==> src/rtl/adc_acq_sequencer_if.sv <==
// Handshake and configuration bundle between the acquisition sequencer and
// the capture block / readout side / HPS register bank.
interface adc_acq_sequencer_if #(
  parameter int unsigned SHOT_W = 16
);
  logic              iArm;
  logic              iAbort;
  logic [31:0]       iTrigDelay;
  logic [SHOT_W-1:0] iShotCount;
  logic [31:0]       iShotGap;
  logic              iTriggerAck;
  logic              iTransmitReady;
  logic              iReadoutDone;
  logic              oTxTrigger;
  logic              oCaptureReset;
  logic              oReadoutReq;
  logic              oBusy;
  logic              oDone;
  logic              oError;
  logic [SHOT_W-1:0] oShotIdx;
  logic [2:0]        oState;

  modport master (
    input  iArm, iAbort, iTrigDelay, iShotCount, iShotGap,
           iTriggerAck, iTransmitReady, iReadoutDone,
    output oTxTrigger, oCaptureReset, oReadoutReq, oBusy, oDone, oError,
           oShotIdx, oState
  );

  modport slave (
    output iArm, iAbort, iTrigDelay, iShotCount, iShotGap,
           iTriggerAck, iTransmitReady, iReadoutDone,
    input  oTxTrigger, oCaptureReset, oReadoutReq, oBusy, oDone, oError,
           oShotIdx, oState
  );
endinterface

==> src/rtl/adc_acq_sequencer.sv <==
// Frame-clock shot sequencer: delay, trigger, capture, readout, gap, repeat.
// Define ACQ_TIMEOUT_EN to enable the handshake watchdog and ERROR state.
//
// state   | meaning
// IDLE    | waiting for arm edge
// DELAY   | counting trigger delay
// TRIG    | trigger asserted, waiting for ack
// CAPTURE | waiting for capture buffer full
// READOUT | buffer offered to readout, waiting for done
// GAP     | counting inter-shot gap
// DONE    | run complete, waiting for arm edge
// ERROR   | watchdog expired, waiting for arm edge
module adc_acq_sequencer #(
  parameter logic [23:0] TIMEOUT_CYCLES = 24'hFFFFFF,
  parameter int unsigned SHOT_W         = 16
) (
  input  logic                frameCLKINP,
  input  logic                iStateResetN,
  adc_acq_sequencer_if.master acq
);

  typedef enum logic [2:0] {
    S_IDLE    = 3'd0,
    S_DELAY   = 3'd1,
    S_TRIG    = 3'd2,
    S_CAPTURE = 3'd3,
    S_READOUT = 3'd4,
    S_GAP     = 3'd5,
    S_DONE    = 3'd6,
    S_ERROR   = 3'd7
  } state_t;

  state_t            state_q, state_d;
  logic              arm_q, arm_edge;
  logic [31:0]       delay_q, delay_d, gap_q, gap_d, cnt_q, cnt_d;
  logic [SHOT_W-1:0] count_q, count_d, idx_q, idx_d;
  logic              tx_q, tx_d, rdreq_q, rdreq_d, crst_q, crst_d;
  logic              busy_q, busy_d, done_q, done_d;
  logic              last_shot, timeout;

  assign arm_edge  = acq.iArm & ~arm_q;
  assign last_shot = (idx_q == count_q - SHOT_W'(1));

  always_ff @(posedge frameCLKINP) begin
    if (!iStateResetN) begin
      state_q <= S_IDLE;
      arm_q   <= 1'b0;
      delay_q <= '0;
      gap_q   <= '0;
      count_q <= '0;
      cnt_q   <= '0;
      idx_q   <= '0;
      tx_q    <= 1'b0;
      rdreq_q <= 1'b0;
      crst_q  <= 1'b1;
      busy_q  <= 1'b0;
      done_q  <= 1'b0;
    end else begin
      state_q <= state_d;
      arm_q   <= acq.iArm;
      delay_q <= delay_d;
      gap_q   <= gap_d;
      count_q <= count_d;
      cnt_q   <= cnt_d;
      idx_q   <= idx_d;
      tx_q    <= tx_d;
      rdreq_q <= rdreq_d;
      crst_q  <= crst_d;
      busy_q  <= busy_d;
      done_q  <= done_d;
    end
  end

  always_comb begin
    state_d = state_q;
    if (acq.iAbort) begin
      state_d = S_IDLE;
    end else begin
      case (state_q)
        S_IDLE, S_DONE, S_ERROR: if (arm_edge) state_d = S_DELAY;
        S_DELAY:   if (cnt_q == '0) state_d = S_TRIG;
        S_TRIG:    if (acq.iTriggerAck) state_d = S_CAPTURE;
                   else if (timeout) state_d = S_ERROR;
        S_CAPTURE: if (acq.iTransmitReady) state_d = S_READOUT;
                   else if (timeout) state_d = S_ERROR;
        S_READOUT: if (acq.iReadoutDone) state_d = last_shot ? S_DONE : S_GAP;
                   else if (timeout) state_d = S_ERROR;
        S_GAP:     if (cnt_q == '0) state_d = S_DELAY;
        default:   state_d = S_IDLE;
      endcase
    end
  end

  // Abort and watchdog expiry share the same shutdown: drop requests, pulse capture reset.
  always_comb begin
    delay_d = delay_q;
    gap_d   = gap_q;
    count_d = count_q;
    cnt_d   = cnt_q;
    idx_d   = idx_q;
    tx_d    = tx_q;
    rdreq_d = rdreq_q;
    crst_d  = 1'b0;
    busy_d  = busy_q;
    done_d  = done_q;
    if (acq.iAbort || (state_d == S_ERROR && state_q != S_ERROR)) begin
      tx_d    = 1'b0;
      rdreq_d = 1'b0;
      busy_d  = 1'b0;
      crst_d  = 1'b1;
    end else begin
      case (state_q)
        S_IDLE, S_DONE, S_ERROR: begin
          if (arm_edge) begin
            delay_d = acq.iTrigDelay;
            gap_d   = acq.iShotGap;
            count_d = (acq.iShotCount == '0) ? SHOT_W'(1) : acq.iShotCount;
            idx_d   = '0;
            cnt_d   = acq.iTrigDelay;
            done_d  = 1'b0;
            busy_d  = 1'b1;
          end
        end
        S_DELAY: begin
          if (cnt_q == '0) tx_d = 1'b1;
          else             cnt_d = cnt_q - 32'd1;
        end
        S_TRIG:    if (acq.iTriggerAck) tx_d = 1'b0;
        S_CAPTURE: if (acq.iTransmitReady) rdreq_d = 1'b1;
        S_READOUT: begin
          if (acq.iReadoutDone) begin
            rdreq_d = 1'b0;
            crst_d  = 1'b1;
            if (last_shot) begin
              busy_d = 1'b0;
              done_d = 1'b1;
            end else begin
              idx_d = idx_q + SHOT_W'(1);
              cnt_d = gap_q;
            end
          end
        end
        S_GAP: begin
          if (cnt_q == '0) cnt_d = delay_q;
          else             cnt_d = cnt_q - 32'd1;
        end
        default: ;
      endcase
    end
  end

`ifdef ACQ_TIMEOUT_EN
  logic [23:0] wd_q, wd_d;
  logic        err_q, err_d, wd_run;

  assign wd_run  = (state_q == S_TRIG) || (state_q == S_CAPTURE) || (state_q == S_READOUT);
  assign timeout = wd_run && (wd_q == TIMEOUT_CYCLES - 24'd1);

  always_comb begin
    wd_d  = (wd_run && state_d == state_q) ? wd_q + 24'd1 : '0;
    err_d = err_q;
    if (state_d == S_ERROR && state_q != S_ERROR)
      err_d = 1'b1;
    else if (state_d == S_DELAY && state_q inside {S_IDLE, S_DONE, S_ERROR})
      err_d = 1'b0;
  end

  always_ff @(posedge frameCLKINP) begin
    if (!iStateResetN) begin
      wd_q  <= '0;
      err_q <= 1'b0;
    end else begin
      wd_q  <= wd_d;
      err_q <= err_d;
    end
  end

  assign acq.oError = err_q;
`else
  assign timeout    = 1'b0;
  assign acq.oError = 1'b0;
`endif

  assign acq.oTxTrigger    = tx_q;
  assign acq.oCaptureReset = crst_q;
  assign acq.oReadoutReq   = rdreq_q;
  assign acq.oBusy         = busy_q;
  assign acq.oDone         = done_q;
  assign acq.oShotIdx      = idx_q;
  assign acq.oState        = state_q;

endmodule

==> src/flat_wrapper.sv <==
// flat-port wrapper written by rule: the top's interface ports become plain ports
module adc_acq_sequencer_flat 
#(
  parameter logic [23:0] TIMEOUT_CYCLES = 24'hFFFFFF,
  parameter int unsigned SHOT_W         = 16
)
  (frameCLKINP, iStateResetN, acq_iArm, acq_iAbort, acq_iTrigDelay, acq_iShotCount, acq_iShotGap, acq_iTriggerAck, acq_iTransmitReady, acq_iReadoutDone, acq_oTxTrigger, acq_oCaptureReset, acq_oReadoutReq, acq_oBusy, acq_oDone, acq_oError, acq_oShotIdx, acq_oState);
  adc_acq_sequencer_if #(.SHOT_W(SHOT_W)) acq_i ();
  input  logic frameCLKINP;
  input  logic iStateResetN;
  input wire logic [$bits(acq_i.iArm)-1:0] acq_iArm;
  input wire logic [$bits(acq_i.iAbort)-1:0] acq_iAbort;
  input wire logic [$bits(acq_i.iTrigDelay)-1:0] acq_iTrigDelay;
  input wire logic [$bits(acq_i.iShotCount)-1:0] acq_iShotCount;
  input wire logic [$bits(acq_i.iShotGap)-1:0] acq_iShotGap;
  input wire logic [$bits(acq_i.iTriggerAck)-1:0] acq_iTriggerAck;
  input wire logic [$bits(acq_i.iTransmitReady)-1:0] acq_iTransmitReady;
  input wire logic [$bits(acq_i.iReadoutDone)-1:0] acq_iReadoutDone;
  output wire logic [$bits(acq_i.oTxTrigger)-1:0] acq_oTxTrigger;
  output wire logic [$bits(acq_i.oCaptureReset)-1:0] acq_oCaptureReset;
  output wire logic [$bits(acq_i.oReadoutReq)-1:0] acq_oReadoutReq;
  output wire logic [$bits(acq_i.oBusy)-1:0] acq_oBusy;
  output wire logic [$bits(acq_i.oDone)-1:0] acq_oDone;
  output wire logic [$bits(acq_i.oError)-1:0] acq_oError;
  output wire logic [$bits(acq_i.oShotIdx)-1:0] acq_oShotIdx;
  output wire logic [$bits(acq_i.oState)-1:0] acq_oState;
  assign acq_i.iArm = acq_iArm;
  assign acq_i.iAbort = acq_iAbort;
  assign acq_i.iTrigDelay = acq_iTrigDelay;
  assign acq_i.iShotCount = acq_iShotCount;
  assign acq_i.iShotGap = acq_iShotGap;
  assign acq_i.iTriggerAck = acq_iTriggerAck;
  assign acq_i.iTransmitReady = acq_iTransmitReady;
  assign acq_i.iReadoutDone = acq_iReadoutDone;
  assign acq_oTxTrigger = acq_i.oTxTrigger;
  assign acq_oCaptureReset = acq_i.oCaptureReset;
  assign acq_oReadoutReq = acq_i.oReadoutReq;
  assign acq_oBusy = acq_i.oBusy;
  assign acq_oDone = acq_i.oDone;
  assign acq_oError = acq_i.oError;
  assign acq_oShotIdx = acq_i.oShotIdx;
  assign acq_oState = acq_i.oState;
  adc_acq_sequencer #(.TIMEOUT_CYCLES(TIMEOUT_CYCLES), .SHOT_W(SHOT_W)) u_core (.frameCLKINP(frameCLKINP), .iStateResetN(iStateResetN), .acq(acq_i));
endmodule
==> config.mk <==
export PLATFORM = sky130hd
export DESIGN_NAME = adc_acq_sequencer_flat
export DESIGN_NICKNAME = d
export VERILOG_FILES = /design/src/rtl/adc_acq_sequencer_if.sv /design/src/rtl/adc_acq_sequencer.sv /design/src/flat_wrapper.sv
export SDC_FILE = /design/constraint.sdc
export NUM_CORES = 1
export LEC_CHECK = 0
export CORE_MARGIN = 2
export CORE_UTILIZATION = 50
export DETAILED_ROUTE_END_ITERATION = 10
export GPL_TIMING_DRIVEN = 1
export PLACE_DENSITY_LB_ADDON = 0.3
export SLEW_MARGIN = 20
export SYNTH_ARGS = -nofsm -noshare
export SYNTH_HDL_FRONTEND = slang
export SYNTH_SLANG_ARGS = --single-unit
==> constraint.sdc <==
create_clock -name frameCLKINP -period 7.05 [get_ports frameCLKINP]
set_input_delay 1.0575 -clock frameCLKINP [delete_from_list [all_inputs] [get_ports frameCLKINP]]
set_output_delay 1.0575 -clock frameCLKINP [all_outputs]
set_load 0.01 [all_outputs]
==> metrics.md <==
| Metric | Value |
|---|---|
| Most frequent cell after synthesis | nand2_1 |
| Required @ worst endpoint | 7350 ps |
| Area Overhead vs Synth | 22.0% |
| 1st-iter DRT viols | about 800 |
| Post-synthesis compound-gate area fraction | approximately 25% |
| # resized after CTS | 0 |
| Top delay family on crit path | simple AND/OR/NAND/NOR gates |
| Mapped cell area | around 7300 um2 |
| Number of enable flip-flop cells after synthesis | 0 |
| H-Tree Depth | 4 |
| Cell area after layout | slightly below 9000 um2 |
| Sequential area share after synthesis | between 30 and 40% |
| Psw | between 0.5 and 0.6 mW |
| Commonest cells in the netlist | nand2_1, dfxtp_1, a21oi_1 |
| Min-Delay Path Class | flop to flop |
| Cell leakage power | between 3 and 4 nW |
| Adder-cell area share of the yosys netlist | 0.684% |
| Initial Util | 50.7% |
| WP depth | 11 |
| Crit path DAT | approximately 4200 ps |
| Fin Clk Skew | roughly 14 ps |
| Max cap viols | 0 |
| Cell taking the most area after synthesis | dfxtp_1 |
| Setup bufs post-CTS | 0 |
| Min cycle time layout | around 3900 ps |
| Total global routing overflow | 0 |
| Top cell by count, worst path | or4b_1 |
| Synth unique cells | 70 |
| CORE AREA | 14,400 um2 |
| Crit path capture type | flop |
| GRT Total Usage | between 20% and 30% |
| Initial antenna violation count | 0 |
| Simple-Gate Fraction of Synth Area | between 20% and 30% |
| Vias per cell | between 5 and 6 |
| Post-synthesis xor/xnor area fraction | about 5.0% |
| Slew @ Worst Pin | 881 ps |
| Synth Flop Type | dfxtp_1 |
| Critical path type | flop to flop |
| Largest family of logic cells by synthesized area | simple AND/OR/NAND/NOR gates |
| Mapped Nets | between 1k and 1.5k |
| Setup WS post-layout | between 3000 and 4000 ps |
| Chip Height | ~120 um |
| Clock tree buffer depth | 2 |
| GPL Wtd Cong | around 0.94 |
| Share of cells above drive strength 1 | approximately 7.6% |
| Worst Path Buf+Inv | 2 |
| Routed vias | between 7k and 8k |
| Slowest CP cell | or4b_1 |
| # diodes | 0 |
| Slew headroom | roughly 41% |
| Mux contribution to synthesized area | less than 1% |
| Non-Filler Instances | ~1.2k |
| Final net count | roughly 1.1k |
| Status | finished, final reports clean |
| Port bufs | between 100 and 150 |
| Hold_ws | approximately 450 ps |
| DR WL/cell | between 15 and 20 um |
| Clock Sinks | roughly 140 |
| Die X | between 100 and 150 um |
| DP Cell Count | around 1.2k |
| Clock Tree Root | clkbuf_16 |
| Cells after Synth | between 900 and 1k |
| HPWL Detailed | 12.4 mm |
| Critical Path Fanout Max | between 40 and 50 |
| Share of flip-flops with an asynchronous set or reset | 0% |
| Fmax | about 260 MHz |
| Worst-path cell chain | inv_1, ha_1, or4b_1, or4b_1, a21oi_1, or3_1, nand4_2, o21ai_4, buf_4, or2_1, o21ai_0 |
| Largest stage delay, worst path | 570 ps |
| VDD IR max | roughly 0.00018 V |
| Residual DRC | 0 |
| TNS Setup | 0 ps |
| Setup WS pre-CTS | roughly 3200 ps |
| Reg power frac | 41.4% |
| Clk Latency, worst-skew pair | 420 ps |
| Seq cells post-synth | around 140 |
| Min-Delay Path Depth | 2 |
| Hold_buf cts | 0 |
| Yosys top cell area share | 37.5% |
| Total CTS buffers | 17 |
| Yosys warns | 0 |
| Unrepaired setup endpoints after global routing | false |
| Startpoint Class | flop |
| Die Area | around 16,000 um2 |
| Synth top area cells | dfxtp_1, nand2_1, a21oi_1 |
| DRT Wirelength | ~20 mm |
| Sw Ratio | between 20 and 30% |
| Fin util | approximately 62% |
| Vias in the first global route | approximately 6.5k |
| Placed cell area | between 8000 and 9000 um2 |
| TritonCTS clock tree | yes |
| Drt pass-1 iters | 6 |
| Power after layout | about 2.0 mW |
| IO Count | 112 |
| Remaining antenna violation count after routing | 0 |
| Pint | roughly 1.5 mW |
| Pwr dens | around 230 nW/um2 |
| Final Hold Fails | 0 |
| First-pass GRT wire length | 31.9 mm |
| Logic pwr share | between 10% and 20% |
| Period Utilization, post-route | 54.7% |
| Clock Power Share | between 40% and 50% |
| Syn avg cell area | just under 8 um2 |
| Max-slew violation count | 0 |
| Row count | 44 |
| Worst-path clk slew | ~60 ps |
| R2R depth | 11 |
| Setup violators final | 0 |
| Largest net degree at the start of global routing | 85 |
==> logic make-up (layout without fill, tap and decap cells) <==
logic type	count (synthesis)	after routing
other cells	1	1
xor+xnor	42	42
compound gates	279	279
mux	6	6
buf+inv	84	159
simple gates	390	390
flops	137	137
fa+ha+maj	4	4
==> routing by layer <==
| layer | GRT usage (%) | wire (um) |
|---|---|---|
| met1 | 34.1 | 9170 |
| met2 | 37.3 | 8750 |
| met3 | 5.18 | 1120 |
| met4 | 9.61 | 468 |
| met5 | 0 | 0 |
==> worst reg2reg max path, cell delays in order (launching register included) <==
cell and delay, ps:
dfxtp_1 360, inv_1 100, ha_1 220, or4b_1 570, or4b_1 540, a21oi_1 130, or3_1 180, nand4_2 210
o21ai_4 520, buf_4 520, or2_1 290, o21ai_0 110
==> power groups by stage <==
stage | Clock [mW] | Combinational [mW] | Sequential [mW]
6_report | 0.831 | 0.360 | 0.843
5_1_grt | 0.873 | 0.396 | 0.847
4_1_cts | 0.841 | 0.357 | 0.841
3_5_place_dp | 0 | 0.353 | 0.858
3_3_place_gp | 0 | 0.350 | 0.857
2_1_floorplan | 0 | 0.252 | 0.847
==> path summary, 6_finish.rpt <==
kind / from / endpoint / slack, ps
worst max-delay path: u_core.count_q[0]$_SDFFE_PN0P_ / u_core.cnt_q[13]$_SDFFE_PN0P_ / 3190
worst min-delay path: u_core.delay_q[2]$_SDFFE_PN0P_ / u_core.delay_q[2]$_SDFFE_PN0P_ / 450
worst max register to register: u_core.count_q[0]$_SDFFE_PN0P_ / u_core.cnt_q[13]$_SDFFE_PN0P_ / 3190
worst min register to register: u_core.delay_q[2]$_SDFFE_PN0P_ / u_core.delay_q[2]$_SDFFE_PN0P_ / 450
==> placed cells by master (no fill, tap or decap), drive strengths merged, types with 10 or more instances in the layout <==
master | netlist | layout
nor3 | 11 | 11
or3 | 15 | 15
xor2 | 21 | 21
nor2 | 42 | 42
xnor2 | 21 | 21
clkdlybuf4s50 | 0 | 109
nand2 | 196 | 196
dfxtp | 137 | 137
a221o | 23 | 23
nor4 | 16 | 16
a21oi | 129 | 129
nand2b | 13 | 13
inv | 8 | 10
nand3 | 40 | 40
clkbuf | 55 | 21
o31ai | 29 | 29
o21ai | 59 | 59
==> area by class of cell <==
type | instances | area, um2
clock buffer | 21 | 450
clock inverter | 11 | 98.8
fill | 1276 | 5500
inverter | 9 | 33.8
multi-input combinational | 722 | 4220
sequential | 137 | 2740
tap | 184 | 230
timing repair buffer | 118 | 1160
==> state kept, by name (all words and copies together) (netlist names) <==
name                      flops
u_core.acq.oBusy              1
u_core.acq.oCaptureReset      1
u_core.acq.oDone              1
u_core.acq.oReadoutReq        1
u_core.acq.oShotIdx          16
u_core.acq.oState             3
u_core.acq.oTxTrigger         1
u_core.arm_q                  1
u_core.cnt_q                 32
u_core.count_q               16
u_core.delay_q               32
u_core.gap_q                 32
(Power assumes the default switching activity.)
